### src/rtl/sr_latch_driver.sv
// ---------------------------------------------------------------------------
// sr_latch_driver
//
// Purpose:
//   Command stage in front of a gated SR latch. Two raw, bouncy request
//   lines (set / clear) are each synchronised, debounced and edge-detected
//   into sticky pending flags. A small FSM arbitrates the flags and drives
//   the latch s/r/e inputs with fixed-width enable pulses. It never presents
//   s=r=1.
//
// Parameters:
//   DEB_CYCLES  consecutive stable synchronised samples needed to accept a
//               level change (1..255)
//   PULSE_W     enable pulse width in clock cycles (1..15)
//
// Ports:
//   clk       system clock, all state on rising edge
//   rst       asynchronous active-high reset
//   set_raw   raw set request (asynchronous, may bounce)
//   clr_raw   raw clear request (asynchronous, may bounce)
//   s, r, e   latch set / reset / enable, registered
//   busy      high while a command pulse or its trailing gap is in progress
//   cmd_done  one-cycle pulse in the gap cycle that ends a command
//   conflict  one-cycle pulse when simultaneous set/clear requests are dropped
//   q_est     recorded latch state after the last issued command
//
// Optional build macro:
//   SR_DRV_REDUNDANT_SUPPRESS_EN  drop lone requests that would not change
//                                 q_est (set while 1, clear while 0)
// ---------------------------------------------------------------------------
module sr_latch_driver #(
    parameter int DEB_CYCLES = 4,
    parameter int PULSE_W    = 2
) (
    input  logic clk,
    input  logic rst,
    input  logic set_raw,
    input  logic clr_raw,
    output logic s,
    output logic r,
    output logic e,
    output logic busy,
    output logic cmd_done,
    output logic conflict,
    output logic q_est
);

`ifdef SR_DRV_REDUNDANT_SUPPRESS_EN
    localparam logic SUPPRESS = 1'b1;
`else
    localparam logic SUPPRESS = 1'b0;
`endif

    localparam logic [7:0] DEB_LAST = 8'(DEB_CYCLES - 1);
    localparam logic [3:0] PW       = 4'(PULSE_W);

    typedef enum logic [1:0] {IDLE, PULSE, GAP} state_t;

    // Channel 0 is the set request, channel 1 is the clear request.
    logic [1:0] w_raw;
    logic [1:0] r_sync1, r_sync2;
    logic [1:0] r_level, r_prevLevel, r_rise, r_pend;
    logic [7:0] r_debCnt [2];
    logic [1:0] w_take;
    logic       w_redundantSet, w_redundantClr;

    state_t     r_state;
    logic [3:0] r_pulseCnt;
    logic       r_s, r_r, r_e, r_busy, r_cmdDone, r_conflict, r_qEst;

    assign w_raw = {clr_raw, set_raw};

    // Two-flop synchroniser for both raw request lines.
    always_ff @(posedge clk or posedge rst) begin
        if (rst) begin
            r_sync1 <= 2'b00;
            r_sync2 <= 2'b00;
        end else begin
            r_sync1 <= w_raw;
            r_sync2 <= r_sync1;
        end
    end

    // Debounce: a level change is accepted only after DEB_CYCLES consecutive
    // synced samples disagree with the current level; any agreeing sample
    // restarts the count, so shorter glitches never flip the level.
    always_ff @(posedge clk or posedge rst) begin
        if (rst) begin
            r_level <= 2'b00;
            for (int c = 0; c < 2; c++) r_debCnt[c] <= 8'd0;
        end else begin
            for (int c = 0; c < 2; c++) begin
                if (r_sync2[c] == r_level[c]) begin
                    r_debCnt[c] <= 8'd0;
                end else if (r_debCnt[c] == DEB_LAST) begin
                    r_level[c]  <= ~r_level[c];
                    r_debCnt[c] <= 8'd0;
                end else begin
                    r_debCnt[c] <= r_debCnt[c] + 8'd1;
                end
            end
        end
    end

    // Any pending flag seen in IDLE is consumed that cycle: served, dropped as
    // a conflict, or dropped as redundant.
    assign w_take         = (r_state == IDLE) ? r_pend : 2'b00;
    assign w_redundantSet = SUPPRESS & r_qEst;
    assign w_redundantClr = SUPPRESS & ~r_qEst;

    // Registered rising-edge detect feeding sticky pending flags. A new edge
    // wins over a same-cycle consume so a repeat request is never lost.
    always_ff @(posedge clk or posedge rst) begin
        if (rst) begin
            r_prevLevel <= 2'b00;
            r_rise      <= 2'b00;
            r_pend      <= 2'b00;
        end else begin
            r_prevLevel <= r_level;
            r_rise      <= r_level & ~r_prevLevel;
            r_pend      <= (r_pend & ~w_take) | r_rise;
        end
    end

    // Command FSM. s and r are only ever loaded on the edge that raises e,
    // and are cleared together with e, so they are stable while e is high.
    always_ff @(posedge clk or posedge rst) begin
        if (rst) begin
            r_state    <= IDLE;
            r_pulseCnt <= 4'd0;
            r_s        <= 1'b0;
            r_r        <= 1'b0;
            r_e        <= 1'b0;
            r_busy     <= 1'b0;
            r_cmdDone  <= 1'b0;
            r_conflict <= 1'b0;
            r_qEst     <= 1'b0;
        end else begin
            r_cmdDone  <= 1'b0;
            r_conflict <= 1'b0;
            case (r_state)
                IDLE: begin
                    if (r_pend == 2'b11) begin
                        r_conflict <= 1'b1;
                    end else if (r_pend[0] && !w_redundantSet) begin
                        r_state    <= PULSE;
                        r_s        <= 1'b1;
                        r_r        <= 1'b0;
                        r_e        <= 1'b1;
                        r_busy     <= 1'b1;
                        r_pulseCnt <= 4'd1;
                        r_qEst     <= 1'b1;
                    end else if (r_pend[1] && !w_redundantClr) begin
                        r_state    <= PULSE;
                        r_s        <= 1'b0;
                        r_r        <= 1'b1;
                        r_e        <= 1'b1;
                        r_busy     <= 1'b1;
                        r_pulseCnt <= 4'd1;
                        r_qEst     <= 1'b0;
                    end
                end
                PULSE: begin
                    if (r_pulseCnt == PW) begin
                        r_state   <= GAP;
                        r_s       <= 1'b0;
                        r_r       <= 1'b0;
                        r_e       <= 1'b0;
                        r_cmdDone <= 1'b1;
                    end else begin
                        r_pulseCnt <= r_pulseCnt + 4'd1;
                    end
                end
                GAP: begin
                    r_state <= IDLE;
                    r_busy  <= 1'b0;
                end
                default: begin
                    r_state <= IDLE;
                    r_s     <= 1'b0;
                    r_r     <= 1'b0;
                    r_e     <= 1'b0;
                    r_busy  <= 1'b0;
                end
            endcase
        end
    end

    assign s        = r_s;
    assign r        = r_r;
    assign e        = r_e;
    assign busy     = r_busy;
    assign cmd_done = r_cmdDone;
    assign conflict = r_conflict;
    assign q_est    = r_qEst;

endmodule
### config.mk
export PLATFORM = sky130hd
export DESIGN_NAME = sr_latch_driver
export DESIGN_NICKNAME = d
export VERILOG_FILES = /design/src/rtl/sr_latch_driver.sv
export SDC_FILE = /design/constraint.sdc
export NUM_CORES = 1
export LEC_CHECK = 0
export ABC_AREA = 1
export CELL_PAD_IN_SITES_DETAIL_PLACEMENT = 0
export CELL_PAD_IN_SITES_GLOBAL_PLACEMENT = 1
export CORE_MARGIN = 1.5
export CORE_UTILIZATION = 45
export DETAILED_ROUTE_END_ITERATION = 10
export PLACE_DENSITY_LB_ADDON = 0.1
export SLEW_MARGIN = 10
export SYNTH_ARGS = -nofsm -noshare
export SYNTH_HDL_FRONTEND = slang
export SYNTH_SLANG_ARGS = --single-unit
### constraint.sdc
create_clock -name clk -period 1.4 [get_ports clk]
set_input_delay 0.28 -clock clk [delete_from_list [all_inputs] [get_ports clk]]
set_output_delay 0.28 -clock clk [all_outputs]
set_load 0.02 [all_outputs]
* Word-level counts from Yosys, hierarchy flattened
Index checks and enable logic that the tools add are counted.
Storage, ports and cells: register bits after elaboration 41, bits of input ports 4, output and inout bits 7, word-level logic and storage cells 87
Cells by class: multiplexer cells 32, bitwise logic cells 12, reductions and logical operators 10, add/sub/neg operators 3, equality and inequality tests 12
Operators with widths (number):
- 8-bit 2-to-1 mux | 4
- 8-bit by 1-bit adder with 8-bit output (second input constant) | 2
- 8-bit by 2-bit equality test with 1-bit output (second input constant) | 2
- 4-bit 2-to-1 mux | 4
- 1-bit 2-to-1 mux | 13
- 2-bit 2-to-1 mux | 5
- 1-bit case mux with 3 select lines | 3
- 3-bit AND reduction | 3
- 4-bit case mux with 2 select lines | 1
- 4-bit AND reduction | 2
- 1-bit NOT | 7
- 2-bit != test (second input constant) | 3
- 4-bit by 1-bit adder with 4-bit output (second input constant) | 1
- 2-bit bitwise AND | 2
- 2-bit equality test (second input constant) | 2
- 4-bit by 2-bit equality test with 1-bit output (second input constant) | 1
- 2-bit NOT | 2
- 2-bit case mux with 2 select lines | 1
- 2-bit AND reduction | 2
- 2-bit nonzero test | 2
- 3-bit != test (second input constant) | 1
- 1-bit equality test | 2
- 2-bit by 1-bit equality test with 1-bit output (second input constant) | 1
- 2-bit zero test | 1
- other kinds (2) | 2

* Depth between registers and ports, before layout
Gate-level depths: netlist of run 1.
depth in word-level cells 5, mapped depth 8, mapped depth without buffers 8

* Worst setup path after synthesis of run 1
No wires, ideal clock.
path type register to register, from reg r_pend[0], to reg r_e (netlist: e), slack 0.308 ns, buffers on the path 0, data arrival time 0.972 ns, stages on the path, launching flop included 9, period minus slack after synthesis 1.092 ns, library setup time 0.120 ns, required time 1.280 ns, cells stage by stage dfrtp_1 > inv_1 > ha_1 > inv_1 > nand3_1 > nand2_1 > nand2_2 > nand2_1 > nand2_1
Between the ends: cells in the longest elaborated chain, start to end 3, elaborated cells on any way between the ends 7, those cells by class eq/ne (3); mux (3); reduce/logical (1)
Ends and longest elaborated chain:
- from (decl) | RTL line 62 | logic [1:0] r_level, r_prevLevel, r_rise, r_pend;
- from (signal assigned) | RTL line 121 | r_pend <= (r_pend & ~w_take) | r_rise;
- 2-bit equality test / 1-bit 2-to-1 mux (equally long branches) | RTL line 143, 145
- 2-bit != test (no line) / 1-bit 2-to-1 mux (equally long branches)
- 4-bit AND reduction (no line) / 1-bit case mux with 3 select lines (equally long branches)
- to (signal assigned) | RTL line 149 | r_e <= 1'b1;
- to (signal assigned) | RTL line 157 | r_e <= 1'b1;
- to (signal assigned) | RTL line 168 | r_e <= 1'b0;
- to (decl) | RTL line 69 | logic r_s, r_r, r_e, r_busy, r_cmdDone, r_conflict, r_qEst;
Several ways; a longest one is shown, not always the timed one. The select of a mux whose other input is x is not followed. A chain may end at the register's enable or synchronous reset.

* Final worst setup path of run 1
from reg r_busy (netlist: busy), to out busy
RTL lines:
- from (decl) | RTL line 69
- from (signal assigned) | RTL line 134 | r_busy <= 1'b0;
- from (signal assigned) | RTL line 150 | r_busy <= 1'b1;
- from (signal assigned) | RTL line 158 | r_busy <= 1'b1;
- to (decl) | RTL line 42 | output logic busy,
No word-level cell between the ends.

==> results_dict.tcl, run 1 <==
set metrics [dict create \
    setup_viol 0 \
    power_mw 4.093 \
    netSwitchingFraction 0.3643 \
    power_density_mw_per_mm2 1902 \
    fin_crit_sh 0.8984 \
    path_buf_inv 1 \
    fin_worst_skew_ps 4.878 \
    finalWorstPathRequiredPeriod_ps 1258 \
    syn_area_mm2 0.001862 \
    grt_first_pass_wirelength_um 5485 \
    max_clock_freq_mhz 795.1 \
    timing.critical_path.to_type "output pin" \
    critical_path.slowest_cell "sky130_fd_sc_hd__dfrtp_1" \
    power.net_switching_mw 1.491 \
    synthesis.yosys.warnings 0 \
    hpwlAfterDp_um 2130 \
    cts_made_buffers 5 \
    die_y_um 67.32 \
    maxSlewHeadroom 0.7689 \
    clock-sinks 41 \
    port_buffers 10 \
    placementRows 23 \
    dieArea_mm2 0.004532 \
    post_route_ant_nets 0 \
    critical_path_arrival_ps 980 \
    grt_overflow 0 \
    worst_pin_slew_ps 344.9 \
    timing.critical_path.cells "dlygate4sd2_1" \
    timing_max_transition_violations_final 0 \
    post-cts-setup-buffer-count 0 \
    gr-usage-all-layers 0.1610 \
    grt_pass1_vias 1267 \
    postSynthRegisterBits 41 \
    synthesis.instances 201 \
    vdd.ir_drop.worst_mv 0.8101 \
    core-area_mm2 0.004000 \
    detail_route.vias_per_cell 4.759 \
    dr_total_vias 1285 \
    layout_overhead_on_the_synthesized_area_pct 15.59 \
    cts-root-to-sink-buffers 2 \
    die_w_um 67.32 \
    place.gp.congestion 0.7621 \
    final_antenna_diode_count 0 \
    proportion_of_layout_cells_with_a_drive_suffix_above_1 0.1045 \
    stdcell_area_mm2 0.002152 \
    synth_sequential_area_ratio 0.5511 \
    layout.core_utilization 0.5380 \
    critPathTopFamily "flip-flops" \
    fin_nets 230 \
    totalNegativeSetupSlack_ps 0 \
    drt-wirelength-per-cell_um 11.00 \
    ctsRootBufferMaster "sky130_fd_sc_hd__clkbuf_8" \
    grt_setup_unrepaired "false" \
    place_inst 262 \
    max-cap-violations 0 \
    drt_pass1_iterations 4 \
    critical_path_class "flip-flop to output pin" \
    critical_path.max_stage_delay_ps 380 \
    drt-total-wl_um 2971 \
    clkSlewWorstSetupHoldPaths_ps 80 \
    antenna_found_initial 0 \
    dr.first_iter.drc_count 88 \
    floorplan.initialDensity 0.4654 \
    netlist-cell-type-count 22 \
    power.leakage_nw 1.049 \
    power.share.clock 0.235 \
    io-pin-count 11 \
    finalNonFillerCells 270 \
    critical_path.max_fanout 2 \
    insertion_delay_ps 280 \
    syn_nets 212 \
    post_dp_cell_area_mm2 0.002044 \
    hold_class "input pin to async pin" \
    worstSetupStartpointType "flip-flop" \
    route.detailed.drc 0 \
    cp_data_required_time_ps 1120 \
    power.internal_mw 2.602 \
    syn_area_per_cell_um2 9.263 \
    hold_violations 0 \
    cts_htree_levels 2 \
    maximum_number_of_pins_on_one_net_before_global_route_repair 42 \
    share_comb_of_total_power 0.327 \
    tritoncts "yes" \
    share_seq_of_total_power 0.438 \
    outcome "completed" \
    setup.reg_to_reg.worst_slack_ps 150 \
]
-- synth_stat cells (all sizes together) --
| cell type | number | share of area |
|---|---|---|
| nand2 | 52 | 0.12 |
| dfrtp | 41 | 0.55 |
| nor2 | 32 | 0.082 |
| inv | 27 | 0.054 |
| nand3 | 16 | 0.050 |
| ha | 7 | 0.047 |
| nor3 | 6 | 0.016 |
| xnor2 | 6 | 0.032 |
| o21ai | 4 | 0.013 |
| nand4 | 3 | 0.010 |
| xor2 | 3 | 0.014 |
| a21oi | 2 | 0.0054 |
| o21bai | 2 | 0.0081 |
-- stage by stage --
step	hold slack, ps	worst slack, ps
after floorplan	311.4	174.0
after global placement	334.0	199.6
after detailed placement	334.7	163.2
after CTS	351.5	119.5
after global routing	362.4	18.61
final	344.1	142.3
-- layer usage --
| layer | part of all wire | global-route usage |
|---|---|---|
| met3 | 0.027 | 0.04500 |
| met2 | 0.48 | 0.2611 |
| met5 | 0 | 0 |
| met1 | 0.48 | 0.2050 |
| met4 | 0.0077 | 0.06122 |
-- power groups by stage --
stage               sequential, mW  combinational, mW  clock [mW]
floorplan                     1.85              0.973           0
finish                        1.79               1.34       0.961
global route                  1.84               1.57        1.06
global placement              1.80               1.39           0
CTS                           1.79               1.38       0.999
detailed placement            1.82               1.42           0
-- repair_timing --
action	in CTS	in global routing
hold buffers	0	0
resized for setup	7	0
endpoints found under the setup margin	7	0
-- cell type report --
type	count	area (um2)
inverters	27	101.3
fillers	363	1848
multi-input cells	133	734.5
clock inverters	1	30.03
repair buffers	11	111.4
flip-flops and latches	41	1026
clock buffers	7	86.33
well taps	50	62.56
-- cell families (layout without fill, tap and decap cells) --
logic type | count (synthesis) | in the layout | share of synthesized area
AND/OR/NAND/NOR | 109 | 109 | 0.2749
flip-flops | 41 | 41 | 0.5511
buffers and inverters | 27 | 46 | 0.05444
XOR/XNOR | 9 | 9 | 0.04637
AO/OA/AOI/OAI | 8 | 8 | 0.02621
adder cells (fa/ha/maj) | 7 | 7 | 0.04704
-- sequential cells by signal (all words and copies together), names as in the netlist, 2 cells and up --
signal	count
r_sync2	2
r_sync1	2
r_prevLevel	2
r_level	2
r_pulseCnt	4
r_debCnt	16
r_state	2
r_rise	2
r_pend	2
-- worst paths after layout --
| kind | from | endpoint | cells after the start |
|---|---|---|---|
| worst min register to register | r_sync1[1] | r_sync2[1] | 0 |
| worst max-delay path | busy | busy | 1 |
| min in group clk | r_sync1[1] | r_sync2[1] | 0 |
| worst min-delay path | rst | r_pulseCnt[0] | 3 |
| max in group asynchronous | rst | q_est | 3 |
| worst max register to register | r_debCnt[8] | r_debCnt[10] | 6 |
-- layout by cell type, fill, tap and decap left out, drive strengths merged, types with 4 or more instances in the layout --
cell type    synthesis  routed
clkbuf               0       7
dfrtp               41      41
dlygate4sd2          0       7
ha                   7       7
inv                 27      27
nand2               52      52
nand3               16      16
nor2                32      32
nor3                 6       6
o21ai                4       4
xnor2                6       6
No activity file was read; power rests on OpenSTA's default activity.
==> run 2: changes to the inputs <==
Settings changed: CAP_MARGIN set to 20.
==> results of run 2 <==
No change in the layout: final DEF, timing and power equal those of run 1.
==> run 3: changes to the inputs <==
Settings changed: PLACE_DENSITY set to 0.75, PLACE_DENSITY_LB_ADDON 0.1 to unset.
==> run 3 against run 2 <==
  * Via count rose by 1.2%
  * Fmax fell by 1.8%
  * Combinational power barely moved
  * Clock power rose by 17%
  * Critical path depth did not move
  * Hold slack improved by 0.62 ps
==> results_dict.tcl, run 3 (synthesized netlist as in run 1, its figures left out) <==
set metrics [dict create \
    outcome "completed" \
    post_dp_cell_area_mm2 0.002044 \
    drt-wirelength-per-cell_um 11.16 \
    cts-root-to-sink-buffers 2 \
    clkSlewWorstSetupHoldPaths_ps 80 \
    cp_data_required_time_ps 1120 \
    fin_nets 230 \
    power_mw 4.247 \
    reg.largest.list "r_debCnt (16), r_pulseCnt (4)" \
    cts_made_buffers 5 \
    stdcell_area_mm2 0.002172 \
    clock-sinks 41 \
    finalWorstPathRequiredPeriod_ps 1280 \
    worst_pin_slew_ps 353.6 \
    drt-total-wl_um 3013 \
    critical_path_class "flip-flop to output pin" \
    gr-usage-all-layers 0.1609 \
    die_y_um 67.32 \
    fin_crit_sh 0.9145 \
    netSwitchingFraction 0.3565 \
    fillerInstances 361 \
    final.setup.worst_slack_ps 119.7 \
    dieArea_mm2 0.004532 \
    dr.first_iter.drc_count 56 \
    place_inst 262 \
    io-pin-count 11 \
    vdd.ir_drop.worst_mv 0.8804 \
    number_of_flip_flops_under_the_largest_register_name 16 \
    totalNegativeSetupSlack_ps 0 \
    insertion_delay_ps 300 \
    final_antenna_diode_count 0 \
    antenna_found_initial 0 \
    grt_first_pass_wirelength_um 5340 \
    share_seq_of_total_power 0.422 \
    finalNonFillerCells 270 \
    placementRows 23 \
    power.net_switching_mw 1.514 \
    grt_setup_unrepaired "false" \
    max_clock_freq_mhz 781.1 \
    top_register "r_debCnt" \
    hpwlAfterDp_um 2108 \
    grt_pass1_vias 1275 \
    power.share.clock 0.264 \
    cts_htree_levels 2 \
    dp_worst_setup_slack_ps 168.9 \
    ctsRootBufferMaster "sky130_fd_sc_hd__clkbuf_8" \
    worstSetupStartpointType "flip-flop" \
    dr_total_vias 1301 \
    critical_path.slowest_cell "sky130_fd_sc_hd__dfrtp_1" \
    hold_violations 0 \
    hold_class "input pin to async pin" \
    power_density_mw_per_mm2 1955 \
    port_buffers 10 \
    place.gp.congestion 0.8159 \
    timing.critical_path.cells "dlygate4sd2_1" \
    maxSlewHeadroom 0.7631 \
    floorplan.initialDensity 0.4654 \
    share_comb_of_total_power 0.315 \
    layout_overhead_on_the_synthesized_area_pct 16.67 \
    proportion_of_layout_cells_with_a_drive_suffix_above_1 0.1136 \
    holdBufCountCts 0 \
    critical_path_arrival_ps 1000 \
    critPathTopFamily "flip-flops" \
    detail_route.vias_per_cell 4.819 \
    finalHoldWorstSlack_ps 344.8 \
    fin_worst_skew_ps 8.332 \
    path_buf_inv 1 \
    post-cts-setup-buffer-count 0 \
    timing.critical_path.to_type "output pin" \
    drt_pass1_iterations 4 \
    timing_max_transition_violations_final 0 \
    core-area_mm2 0.004000 \
    layout.cells.most_common_list "46 x sky130_fd_sc_hd__nand2_1, 41 x sky130_fd_sc_hd__dfrtp_1, 27 x sky130_fd_sc_hd__nor2_1, 25 x sky130_fd_sc_hd__inv_1, 15 x sky130_fd_sc_hd__nand3_1" \
    grt_overflow 0 \
    post_route_ant_nets 0 \
    layout_commonest_cell "sky130_fd_sc_hd__nand2_1" \
    critical_path.max_stage_delay_ps 390 \
    max-cap-violations 0 \
    die_w_um 67.32 \
    layout.core_utilization 0.5430 \
    critical_path.max_fanout 2 \
    route.detailed.drc 0 \
    setup_viol 0 \
    power.internal_mw 2.733 \
    maximum_number_of_pins_on_one_net_before_global_route_repair 42 \
    tritoncts "yes" \
    power.leakage_nw 1.058 \
]
run 3: cell types whose count changed in the layout (fill, tap and decap cells not counted):
| cell | previous run | this run |
|---|---|---|
| sky130_fd_sc_hd__bufinv_16 | 1 | 2 |
| sky130_fd_sc_hd__clkbuf_1 | 1 | 0 |
| sky130_fd_sc_hd__clkbuf_8 | 6 | 5 |
| sky130_fd_sc_hd__clkinv_2 | 0 | 1 |
| sky130_fd_sc_hd__nand2_1 | 47 | 46 |
| sky130_fd_sc_hd__nand2_2 | 3 | 4 |
run 3: worst paths after layout:
path / to / cells past startpoint / slack [ps] / from
worst max-delay path: busy / 1 / 120 / busy
worst min-delay path: busy / 3 / 340 / rst
worst max register to register: r_debCnt[8] / 6 / 150 / r_debCnt[8]
worst min register to register: r_sync2[1] / 0 / 350 / r_sync1[1]
max in group asynchronous: r_debCnt[7] / 3 / 850 / rst
min in group clk: r_sync2[1] / 0 / 350 / r_sync1[1]
run 3: area by class of cell:
type                       instances  area, um2  share of cell area
tap                               50      62.56             0.02880
sequential                        41       1026              0.4723
clock inverter                     3      65.06             0.02995
timing repair buffer              11      111.4             0.05127
inverter                          27      101.3             0.04666
multi-input combinational        133      737.0              0.3393
clock buffer                       5      68.82             0.03168
run 3: what timing repair did:
action,in CTS,in global routing
pin swaps,0,0
resized for setup,7,1
endpoints found under the setup margin,7,3
cloned,0,0
run 3: metal layers:
metal | global-route usage | share of wire | wire length, um | vias to the layer above
met3 | 0.04000 | 0.034 | 101 | 7
li1 | - | - | - | 656
met2 | 0.2772 | 0.51 | 1534 | 20
met5 | 0 | 0 | 0 | -
met1 | 0.1798 | 0.43 | 1302 | 618
met4 | 0.09439 | 0.025 | 75 | 0
run 3: power groups by stage:
| stage | sequential, mW | clock, mW | combinational, mW |
|---|---|---|---|
| after global routing | 1.85 | 1.20 | 1.56 |
| final | 1.79 | 1.12 | 1.34 |
| after global placement | 1.80 | 0 | 1.39 |
| after CTS | 1.80 | 1.15 | 1.37 |
| after floorplan | 1.85 | 0 | 0.973 |
| after detailed placement | 1.82 | 0 | 1.41 |
